$ cat config.mk
export PLATFORM = sky130hd
export DESIGN_NAME = eg2000_tape_player
export DESIGN_NICKNAME = d
export VERILOG_FILES = /design/src/rtl/eg2000_tape_player.sv
export SDC_FILE = /design/constraint.sdc
export NUM_CORES = 1
export LEC_CHECK = 0
export CAP_MARGIN = 40
export CORE_UTILIZATION = 55
export DETAILED_ROUTE_END_ITERATION = 6
export HOLD_SLACK_MARGIN = 0.08
export PLACE_DENSITY_LB_ADDON = 0.15
export SKIP_LAST_GASP = 1
export SLEW_MARGIN = 20
export SYNTH_ARGS = -nofsm -noshare
export SYNTH_HDL_FRONTEND = slang
export SYNTH_SLANG_ARGS = --single-unit
$ cat constraint.sdc
create_clock -name i_clk -period 5.8 [get_ports i_clk]
set_input_delay 1.16 -clock i_clk [delete_from_list [all_inputs] [get_ports i_clk]]
set_output_delay 1.16 -clock i_clk [all_outputs]
set_load 0.01 [all_outputs]
$ cat src/rtl/eg2000_tape_player.sv
`default_nettype none
// ============================================================================
// Module   : eg2000_tape_player
// Purpose  : Cassette transmitter for the Colour Genie core. Serialises host
//            bytes (MSB first) into the FM tape waveform that the cassette
//            loader reads back on the EAR input. Every bit cell starts with a
//            low clock pulse; a 1 bit adds a second low pulse at mid-cell.
//            All waveform timing advances on the i_ce strobe; the byte
//            handshake runs on every clock.
// Ports    : i_clk      system clock
//            i_rst_n    synchronous active-low reset
//            i_ce       timing enable strobe (one clock wide)
//            i_play     motor/play enable, low = stop at end of current cell
//            i_data     byte to transmit
//            i_valid    i_data is valid
//            o_ready    holding register empty; byte taken on valid & ready
//            o_busy     a byte is being shifted out
//            o_ear      tape waveform, idle 1, pulses 0
//            o_underrun one-clock pulse when a byte ends with nothing queued
// Options  : TAPE_LEADER_EN - when defined, each start from idle is preceded
//            by LEADER bytes of 0xAA and a 0x66 sync byte.
// Revision : 1.0 - initial release
// ============================================================================
module eg2000_tape_player #(
    parameter int CELL   = 1848,  // bit-cell length in ce ticks
    parameter int PULSE  = 220,   // low pulse width, 0 < PULSE < CELL/2
    parameter int LEADER = 255    // leader byte count (TAPE_LEADER_EN only)
) (
    input  logic       i_clk,
    input  logic       i_rst_n,
    input  logic       i_ce,
    input  logic       i_play,
    input  logic [7:0] i_data,
    input  logic       i_valid,
    output logic       o_ready,
    output logic       o_busy,
    output logic       o_ear,
    output logic       o_underrun
);

    localparam int TW = $clog2(CELL);

    // Last tick of each phase inside a cell.
    localparam logic [TW-1:0] c_pulse_last = TW'(PULSE - 1);
    localparam logic [TW-1:0] c_half_last  = TW'(CELL / 2 - 1);
    localparam logic [TW-1:0] c_data_last  = TW'(CELL / 2 + PULSE - 1);
    localparam logic [TW-1:0] c_cell_last  = TW'(CELL - 1);
    localparam logic [TW-1:0] c_tick_one   = TW'(1);

    typedef enum logic [2:0] {
        S_IDLE       = 3'd0,
        S_CLK_PULSE  = 3'd1,
        S_GAP1       = 3'd2,
        S_DATA_PULSE = 3'd3,
        S_GAP2       = 3'd4
    } state_t;

    state_t          r_state;
    logic [TW-1:0]   r_tick;
    logic [2:0]      r_bitcnt;
    logic [7:0]      r_shift;
    logic [7:0]      r_hold;
    logic            r_full;
    logic            r_ear;
    logic            r_busy;
    logic            r_underrun;
`ifdef TAPE_LEADER_EN
    logic [7:0]      r_lead_cnt;   // leader bytes still to send after current
    logic            r_sync_pend;  // sync byte not yet sent
    logic            r_pre;        // preamble (leader + sync) in progress
`endif

    logic w_accept;

    // The holding register stays full throughout the preamble, so ready is
    // naturally held low until the queued byte is finally loaded.
    assign w_accept   = i_valid & ~r_full;
    assign o_ready    = ~r_full;
    assign o_busy     = r_busy;
    assign o_ear      = r_ear;
    assign o_underrun = r_underrun;

    always_ff @(posedge i_clk) begin
        if (!i_rst_n) begin
            r_state    <= S_IDLE;
            r_tick     <= '0;
            r_bitcnt   <= 3'd0;
            r_shift    <= 8'd0;
            r_hold     <= 8'd0;
            r_full     <= 1'b0;
            r_ear      <= 1'b1;
            r_busy     <= 1'b0;
            r_underrun <= 1'b0;
`ifdef TAPE_LEADER_EN
            r_lead_cnt  <= 8'd0;
            r_sync_pend <= 1'b0;
            r_pre       <= 1'b0;
`endif
        end else begin
            r_underrun <= 1'b0;
            if (i_ce) begin
                case (r_state)
                    S_IDLE: begin
                        if (r_full && i_play) begin
`ifdef TAPE_LEADER_EN
                            r_pre <= 1'b1;
                            if (LEADER > 0) begin
                                r_shift     <= 8'hAA;
                                r_lead_cnt  <= 8'(LEADER - 1);
                                r_sync_pend <= 1'b1;
                            end else begin
                                r_shift     <= 8'h66;
                                r_lead_cnt  <= 8'd0;
                                r_sync_pend <= 1'b0;
                            end
`else
                            r_shift <= r_hold;
                            r_full  <= 1'b0;
`endif
                            r_tick   <= '0;
                            r_bitcnt <= 3'd0;
                            r_busy   <= 1'b1;
                            r_ear    <= 1'b0;  // clock pulse starts at tick 0
                            r_state  <= S_CLK_PULSE;
                        end
                    end
                    S_CLK_PULSE: begin
                        r_tick <= r_tick + c_tick_one;
                        if (r_tick == c_pulse_last) begin
                            r_ear   <= 1'b1;
                            r_state <= S_GAP1;
                        end
                    end
                    S_GAP1: begin
                        r_tick <= r_tick + c_tick_one;
                        if (r_tick == c_half_last) begin
                            // A 0 bit keeps the line high through this phase.
                            r_ear   <= ~r_shift[7];
                            r_state <= S_DATA_PULSE;
                        end
                    end
                    S_DATA_PULSE: begin
                        r_tick <= r_tick + c_tick_one;
                        if (r_tick == c_data_last) begin
                            r_ear   <= 1'b1;
                            r_state <= S_GAP2;
                        end
                    end
                    S_GAP2: begin
                        if (r_tick != c_cell_last) begin
                            r_tick <= r_tick + c_tick_one;
                        end else if (!i_play) begin
                            // Stop at the cell boundary; rest of the byte is
                            // dropped but the queued byte is kept.
                            r_tick   <= '0;
                            r_bitcnt <= 3'd0;
                            r_busy   <= 1'b0;
                            r_ear    <= 1'b1;
                            r_state  <= S_IDLE;
`ifdef TAPE_LEADER_EN
                            r_pre    <= 1'b0;
`endif
                        end else if (r_bitcnt != 3'd7) begin
                            r_tick   <= '0;
                            r_bitcnt <= r_bitcnt + 3'd1;
                            r_shift  <= {r_shift[6:0], 1'b0};
                            r_ear    <= 1'b0;
                            r_state  <= S_CLK_PULSE;
`ifdef TAPE_LEADER_EN
                        end else if (r_pre) begin
                            r_tick   <= '0;
                            r_bitcnt <= 3'd0;
                            r_ear    <= 1'b0;
                            r_state  <= S_CLK_PULSE;
                            if (r_lead_cnt != 8'd0) begin
                                r_shift    <= 8'hAA;
                                r_lead_cnt <= r_lead_cnt - 8'd1;
                            end else if (r_sync_pend) begin
                                r_shift     <= 8'h66;
                                r_sync_pend <= 1'b0;
                            end else begin
                                r_shift <= r_hold;
                                r_full  <= 1'b0;
                                r_pre   <= 1'b0;
                            end
`endif
                        end else if (r_full) begin
                            // Back-to-back: next byte's clock pulse follows
                            // immediately with no idle cell.
                            r_tick   <= '0;
                            r_bitcnt <= 3'd0;
                            r_shift  <= r_hold;
                            r_full   <= 1'b0;
                            r_ear    <= 1'b0;
                            r_state  <= S_CLK_PULSE;
                        end else begin
                            r_tick     <= '0;
                            r_bitcnt   <= 3'd0;
                            r_busy     <= 1'b0;
                            r_ear      <= 1'b1;
                            r_underrun <= 1'b1;
                            r_state    <= S_IDLE;
                        end
                    end
                    default: begin
                        r_state <= S_IDLE;
                        r_ear   <= 1'b1;
                        r_busy  <= 1'b0;
                    end
                endcase
            end
            // Accept comes last so a same-clock load and accept leaves the
            // holding register full with the new byte.
            if (w_accept) begin
                r_hold <= i_data;
                r_full <= 1'b1;
            end
        end
    end

endmodule
`default_nettype wire

==> Word-level counts from Yosys, hierarchy flattened <==
Cells that the tools add are included.
{ "word_totals": {"regBits": 37} }
{ "op_classes": {"n_eq_ne": 22, "n_addsub": 2, "muxes": 44, "reduce_logical": 14, "bitwise": 8} }
{ "op_table": {"columns": ["cell", "count"], "rows": [
  ["2-to-1 mux 8 bit", 5],
  ["case mux 11 bit (3 select lines)", 1],
  ["2-to-1 mux 3 bit", 9],
  ["inequality test 3 bit, second input constant", 8],
  ["AND reduction 6 bit", 4],
  ["2-to-1 mux 11 bit", 2],
  ["2-to-1 mux 1 bit", 21],
  ["case mux 8 bit (2 select lines)", 1],
  ["case mux 3 bit (5 select lines)", 1],
  ["inequality test 2 bit, second input constant", 6],
  ["adder 11 x 1 -> 11 bit, second input constant", 1],
  ["== test 11 x 10 -> 1 bit, second input constant", 1],
  ["== test 11 bit, second input constant", 1],
  ["== test 11 x 8 -> 1 bit, second input constant", 1],
  ["inequality test 11 bit, second input constant", 1],
  ["inverter 1 bit", 7],
  ["== test 3 x 2 -> 1 bit, second input constant", 2],
  ["case mux 3 bit (2 select lines)", 1],
  ["nonzero test 3 bit", 2],
  ["case mux 1 bit (5 select lines)", 1],
  ["OR reduction 5 bit", 1],
  ["AND reduction 4 bit", 1],
  ["nonzero test 2 bit", 2],
  ["adder 3 x 1 -> 3 bit, second input constant", 1],
  ["other kinds (9)", 9]
]} }

==> Longest topological paths before layout <==
Gate-level depths: netlist (run 1).
{ "depth": {"word_depth": 7, "depth_mapped": 8} }

==> Worst setup path after synthesis (run 1) <==
Ideal clock, no wire load.
{ "synth_path": {"kind": "input to register", "from": "input port i_play", "to": "register r_shift[6]", "slack_ps": 3159, "arrival_time_ps": 2525, "setup_time_ps": 116, "t_required_ps": 5684, "cell_stages": 7, "path_cell_list": "clkbuf_1 a21o_1 nand3_1 nor3_1 buf_2 nand3_1 o211a_1"} }
{ "synth_between": {"elab_chain_cells": 3, "word_cells_on_any_way": 4, "cone_classes": "2 x eq/ne; 2 x reduce/logical"} }
{ "synth_lines": {"columns": ["item", "line_no", "source"], "rows": [
  ["start, declared", "32", "input logic i_play,"],
  ["logical AND 1 bit", "104", "if (r_full && i_play) begin"],
  ["inequality test 2 bit (no line)", null, null],
  ["AND reduction 6 bit (no line) (*)", null, null],
  ["end signal, assigned", "117", "r_shift <= r_hold;"],
  ["end signal, assigned", "166", "r_shift <= {r_shift[6:0], 1'b0};"],
  ["end signal, assigned", "192", "r_shift <= r_hold;"],
  ["end, declared", "61", "logic [7:0] r_shift;"]
]} }
Mark *: on every way between the ends. The rest lies on a longest branch, timed or not.
A chain may end at the register's enable or synchronous reset.

==> Worst setup path in the final report (run 1) <==
{ "layout_path": {"from": "input port i_play", "to": "register r_bitcnt[0]"} }
{ "layout_between": {"elab_chain_cells": 3, "word_cells_on_any_way": 6, "cone_classes": "1 x eq/ne; 3 x mux; 2 x reduce/logical"} }
{ "layout_lines": {"columns": ["item", "line_no", "source"], "rows": [
  ["2-to-1 mux 3 bit or logical AND 1 bit (tied branches)", "152, 104", null],
  ["2-to-1 mux 3 bit or inequality test 2 bit (tied branches)", null, null],
  ["case mux 3 bit (2 select lines) or AND reduction 4 bit (tied branches)", null, null],
  ["end signal, assigned", "165", "r_bitcnt <= r_bitcnt + 3'd1;"],
  ["end, declared", "60", "logic [2:0] r_bitcnt;"]
]} }
Several ways; a longest one is shown, not always the timed one. The select of a mux whose other input is x is not followed.

==> impl_metrics.py, run 1 <==
metrics = {
    "timing": {
        "timing.hold.ws_ps": 468.9,
        "skew_ps": 2.809,
        "rsz0062_at_grt": "no",
        "slew-limit-headroom_pct": 54.01,
        "tightestPinTransition_ps": 679.2,
        "fin_setup_tns_ps": 0,
        "fmax_ghz": 0.3666,
        "period_minus_slack_ps": 2728,
        "finalMaxSlewViolations": 0,
        "setup_violations": 0,
        "period_share_pct": 47.04,
        "setup_ws_ps": 3072,
        "timing_hold_violations_final": 0,
    },
    "pwr": {
        "switching_power_uw": 122.0,
        "p_leak_nw": 0.8037,
        "internal_power_uw": 360.9,
        "powerDensity_nw_per_um2": 227.0,
        "clkPwrFrac_pct": 32.4,
        "p_seq_share_pct": 56.1,
        "vdd_drop_max_uv": 170.9,
        "p_total_uw": 482.9,
        "swShare_pct": 25.27,
        "power.share.combinational_pct": 11.5,
    },
    "critical_path": {
        "path_class": "in2reg",
        "crit_fanout": 8,
        "critPathRequiredTime_ps": 6080,
        "end_kind": "register",
        "crit_arrival_ps": 3010,
        "start_kind": "input port",
    },
    "detailed_routing": {
        "top_layer": "met4",
        "wl_met3_um": 208,
        "num_vias": 1674,
        "drtPass1Iterations": 4,
        "wl_per_cell_um": 13.65,
        "first_iter_violations": 126,
        "wl_met1_um": 1769,
        "routed_wl_um": 3877,
        "vias_per_cell": 5.894,
        "postRouteAntennaNets": 0,
        "wl_met2_um": 1809,
        "drc": 0,
    },
    "finish": {
        "regArea_sq_um": 740.7,
        "n_fill_cell": 264,
        "nets": 255,
        "n_antenna_cell": 0,
        "fin_util_pct": 68.00,
        "syn_to_final_growth_pct": 13.71,
        "multi_input_area_sq_um": 1056,
        "layout-drive-gt1-share_pct": 7.083,
    },
    "clock_network": {
        "ctsRootBufferMaster": "clkbuf_4",
        "clkTransAtPathRegs_ps": 110,
        "postCtsSetupBuffers": 0,
        "clockBufferDepth": 2,
        "cts_sinks": 37,
        "worstSkewPairLatency_ps": 340,
        "cts_tree": "built",
        "cts_buffers": 5,
        "cts_resized": 0,
        "htreeDepth": 2,
        "postCtsHoldBufs": 0,
    },
    "die": {
        "num_io_pins": 17,
        "core-area_sq_um": 3128,
        "die_h_um": 60.32,
        "row_count": 20,
        "die_area_sq_um": 3638,
        "die_w_um": 60.32,
        "initial_core_util_pct": 59.80,
    },
    "global_routing": {
        "grt_max_degree": 27,
        "grt_pass1_vias": 1575,
        "grt_usage_pct": 24.84,
        "grt_pass1_wl_um": 6699,
        "grt.overflow.total": 0,
        "antenna_found_initial": 0,
    },
    "placement": {
        "dp_hpwl_um": 2785,
        "place_ws_ps": 2733,
        "place.gp.congestion": 0.9125,
        "io_buffers": 16,
    },
    "yosys": {
        "ys.flop_type": "dfxtp_1",
        "synth_nets": 242,
        "yosysSeqAreaShare_pct": 39.60,
        "yosysMostFrequentCell": "dfxtp_1",
        "yosys.area.top_type_share_pct": 39.60,
        "synth_area_sq_um": 1871,
        "ys_top_cells_by_count": "37 x dfxtp_1, 34 x nand2_1, 17 x nor2_1",
        "synthDistinctLibCells": 48,
        "synth-edff-count": 0,
        "avgSynthCellArea_sq_um": 8.277,
        "synth_cells": 226,
        "netlist.top_cell.by_area": "dfxtp_1",
        "ys_ff_latch": 37,
        "ys_warn_count": 0,
        "async_reset_ff_share_pct": 0,
        "netlist_top_cells_area": "dfxtp_1 40%, nand2_1 6.8%, o21ai_0 4.3%",
    },
    "outcome": {
        "status": "complete, no violations",
    },
    "hold_path": {
        "hold_path_class": "reg2reg",
    },
    "flow_run": {
        "max_cap_violations": 0,
    },
}
cells by family (layout without fill, tap and decap cells):
kind of cell | Yosys count | in the layout | share of synthesized area, %
fa+ha+maj | 3 | 3 | 2.007
simple gates | 102 | 102 | 28.56
buf+inv | 19 | 33 | 3.947
mux | 2 | 2 | 1.137
flops | 37 | 37 | 39.60
xor+xnor | 9 | 9 | 4.214
compound gates | 54 | 54 | 20.54
sequential cells by signal, summed over array words and instances (netlist names):
signal and cells:
r_state 3, o_underrun 1, o_ear 1, r_shift 8, o_busy 1, r_full 1
r_bitcnt 3, r_hold 8, r_tick 11
final cells by class:
type | instances | area share, %
repair buffers | 18 | 8.412
multi-input cells | 170 | 49.65
well taps | 44 | 2.588
clock buffers | 7 | 3.059
inverters | 7 | 1.235
clock inverters | 1 | 0.2353
flip-flops and latches | 37 | 34.82
metal layers:
layer	GRT usage, %	vias to the layer above
li1	-	832
met1	31.38	779
met2	39.40	52
met3	4.762	11
met4	14.29	0
met5	0	-
path summary, 6_finish.rpt:
| kind | cells after the start | end | startpoint | slack, ps |
|---|---|---|---|---|
| max | 6 | r_bitcnt[0]$_SDFFE_PN0P_ | i_play | 3070 |
| max reg2reg | 6 | r_bitcnt[0]$_SDFFE_PN0P_ | r_tick[0]$_SDFFE_PN0P_ | 3640 |
| min reg2reg | 2 | r_shift[0]$_SDFFE_PN0P_ | r_shift[0]$_SDFFE_PN0P_ | 470 |
| min | 2 | r_shift[0]$_SDFFE_PN0P_ | r_shift[0]$_SDFFE_PN0P_ | 470 |
through the flow:
step           cells  area, sq um
3_5_place_dp     276         2057
3_3_place_gp     275         2046
6_report         284         2127
2_1_floorplan    226         1871
5_1_grt          284         2127
4_1_cts          284         2127
placed cells by master, fill, tap and decap left out, drive strengths merged, types with 2 or more instances in the layout:
cell type	instances
a21boi	12
a21oi	6
and3	2
buf	2
clkbuf	7
clkdlybuf4s50	16
dfxtp	37
ha	3
inv	7
nand2	34
nand3	12
nand4b	2
nor2	17
nor2b	5
nor3	9
nor4	2
nor4b	3
o211a	7
o21ai	16
o311ai	2
or2	3
or3	2
or3b	2
xnor2	9
power groups by stage:
stage                     combinational [mW]  clock, mW  sequential (mW)
after floorplan                       0.0346          0            0.274
after CTS                             0.0555      0.159            0.271
final                                 0.0556      0.157            0.271
after global placement                0.0528          0            0.276
after detailed placement              0.0554          0            0.276
after global routing                  0.0628      0.170            0.272
worst max-delay path, cell delays in order:
cell and delay, ps:
clkdlybuf4s50_1 610, a21o_1 160, nand3_1 130, or2_1 320
or4_1 480, a21boi_1 150
No activity file was read; power rests on OpenSTA's default activity.
==> inputs of run 2 (changes only) <==
CORE_UTILIZATION = 51   (was 55)
clock period = 2.3 ns   (was 5.8 ns; I/O delays follow)
==> impl_metrics.py, run 2 (synthesized netlist as in run 1, its figures left out) <==
metrics = {
    "critical_path": {
        "crit_fanout": 6,
        "end_kind": "register",
        "critPathRequiredTime_ps": 2520,
        "crit_arrival_ps": 2330,
        "start_kind": "register",
        "path_class": "reg2reg",
    },
    "placement": {
        "placed_area_sq_um": 2123,
        "io_buffers": 16,
        "dp.cells": 287,
        "place_ws_ps": 70.66,
        "dp_hpwl_um": 2663,
        "place.gp.congestion": 0.8343,
    },
    "detailed_routing": {
        "num_vias": 1610,
        "wl_per_cell_um": 12.44,
        "postRouteAntennaNets": 0,
        "first_iter_violations": 86,
        "drc": 0,
        "drtPass1Iterations": 4,
        "vias_per_cell": 5.458,
        "routed_wl_um": 3670,
    },
    "clock_network": {
        "ctsRootBufferMaster": "clkbuf_4",
        "cts_resized": 0,
        "htreeDepth": 2,
        "postCtsSetupBuffers": 0,
        "clockBufferDepth": 2,
        "cts_tree": "built",
        "clkTransAtPathRegs_ps": 110,
        "cts_buffers": 5,
        "postCtsHoldBufs": 0,
        "worstSkewPairLatency_ps": 340,
        "cts_sinks": 37,
    },
    "finish": {
        "largest-register": "r_tick",
        "stdcell_count": 295,
        "nets": 264,
        "final_common_cell": "dfxtp_1",
        "fin_area_sq_um": 2193,
        "layout-drive-gt1-share_pct": 10.44,
        "largest_reg_flops": 11,
        "largest_registers": "r_tick (11), r_hold (8), r_shift (8)",
        "syn_to_final_growth_pct": 17.26,
        "n_antenna_cell": 0,
        "fin_util_pct": 64.21,
        "layout_common_cells": "37 x dfxtp_1, 34 x nand2_1, 17 x nor2_1",
    },
    "die": {
        "core-area_sq_um": 3416,
        "initial_core_util_pct": 54.76,
        "die_h_um": 62.56,
        "row_count": 21,
        "num_io_pins": 17,
        "die_area_sq_um": 3914,
        "die_w_um": 62.56,
    },
    "global_routing": {
        "grt_pass1_wl_um": 6762,
        "grt_usage_pct": 21.76,
        "grt_max_degree": 20,
        "grt_pass1_vias": 1522,
        "grt.overflow.total": 0,
        "antenna_found_initial": 0,
    },
    "pwr": {
        "p_total_mw": 1.218,
        "powerDensity_nw_per_um2": 555.1,
        "p_leak_nw": 0.8469,
        "vdd_drop_max_uv": 287.3,
    },
    "timing": {
        "slew-limit-headroom_pct": 58.35,
        "timing.hold.ws_ps": 466.2,
        "fin_setup_tns_ps": 0,
        "period_minus_slack_ps": 2106,
        "skew_ps": 10.40,
        "period_share_pct": 91.57,
        "setup_ws_ps": 193.8,
        "finalMaxSlewViolations": 0,
        "timing_hold_violations_final": 0,
        "tightestPinTransition_ps": 615.0,
        "rsz0062_at_grt": "no",
        "fmax_ghz": 0.4748,
        "setup_violations": 0,
    },
    "flow_run": {
        "max_cap_violations": 0,
    },
    "outcome": {
        "status": "complete, no violations",
    },
    "hold_path": {
        "hold_path_class": "reg2reg",
    },
}
[run 2: changes by cell type in the layout (fill, tap and decap cells not counted)]
cell | previous run | this run
buf_4 | 1 | 11
buf_6 | 1 | 0
[run 2: power by group]
group	internal (mW)	switching (mW)	leakage, nW
registers	0.664	0.0180	0.301
logic	0.0760	0.0705	0.505
clock network	0.177	0.212	0.0413
total	0.917	0.301	0.847
[run 2: worst max-delay path: stages, from the launching register on]
cell      delay (ps)
dfxtp_1          380
or4b_2           650
nor3_1           210
o311ai_1         230
o311ai_0         390
o21ai_0          140
[run 2: final cells by class]
type,instances,area [sq um]
well taps,46,57.56
fillers,315,1222
clock buffers,7,65.06
clock inverters,1,5.005
flip-flops and latches,37,740.7
multi-input cells,170,1056
repair buffers,27,242.7
inverters,7,26.28
[run 2: per-layer routing]
layer / share of wire (%) / up-vias / routed length [um] / track usage [%]
li1: - / 846 / - / -
met2: 42 / 39 / 1549 / 32.88
met5: 0 / - / 0 / 0
met1: 51 / 719 / 1886 / 30.18
met4: 1.2 / 0 / 43 / 6.105
met3: 5.2 / 6 / 190 / 6.022
[run 2: final timing paths]
check | from | to | slack [ps] | cells past startpoint
worst max-delay path | r_tick[5]$_SDFFE_PN0P_ | r_state[1]$_SDFFE_PN0P_ | 190 | 5
worst min-delay path | r_hold[0]$_SDFFE_PN0P_ | r_hold[0]$_SDFFE_PN0P_ | 470 | 2
worst max register to register | r_tick[5]$_SDFFE_PN0P_ | r_state[1]$_SDFFE_PN0P_ | 190 | 5
worst min register to register | r_hold[0]$_SDFFE_PN0P_ | r_hold[0]$_SDFFE_PN0P_ | 470 | 2
==> inputs of run 3 (changes only) <==
CTS_CLUSTER_DIAMETER = 60   (was default)
==> results of run 3 <==
Final layout, timing and power as in run 2 (identical DEF).
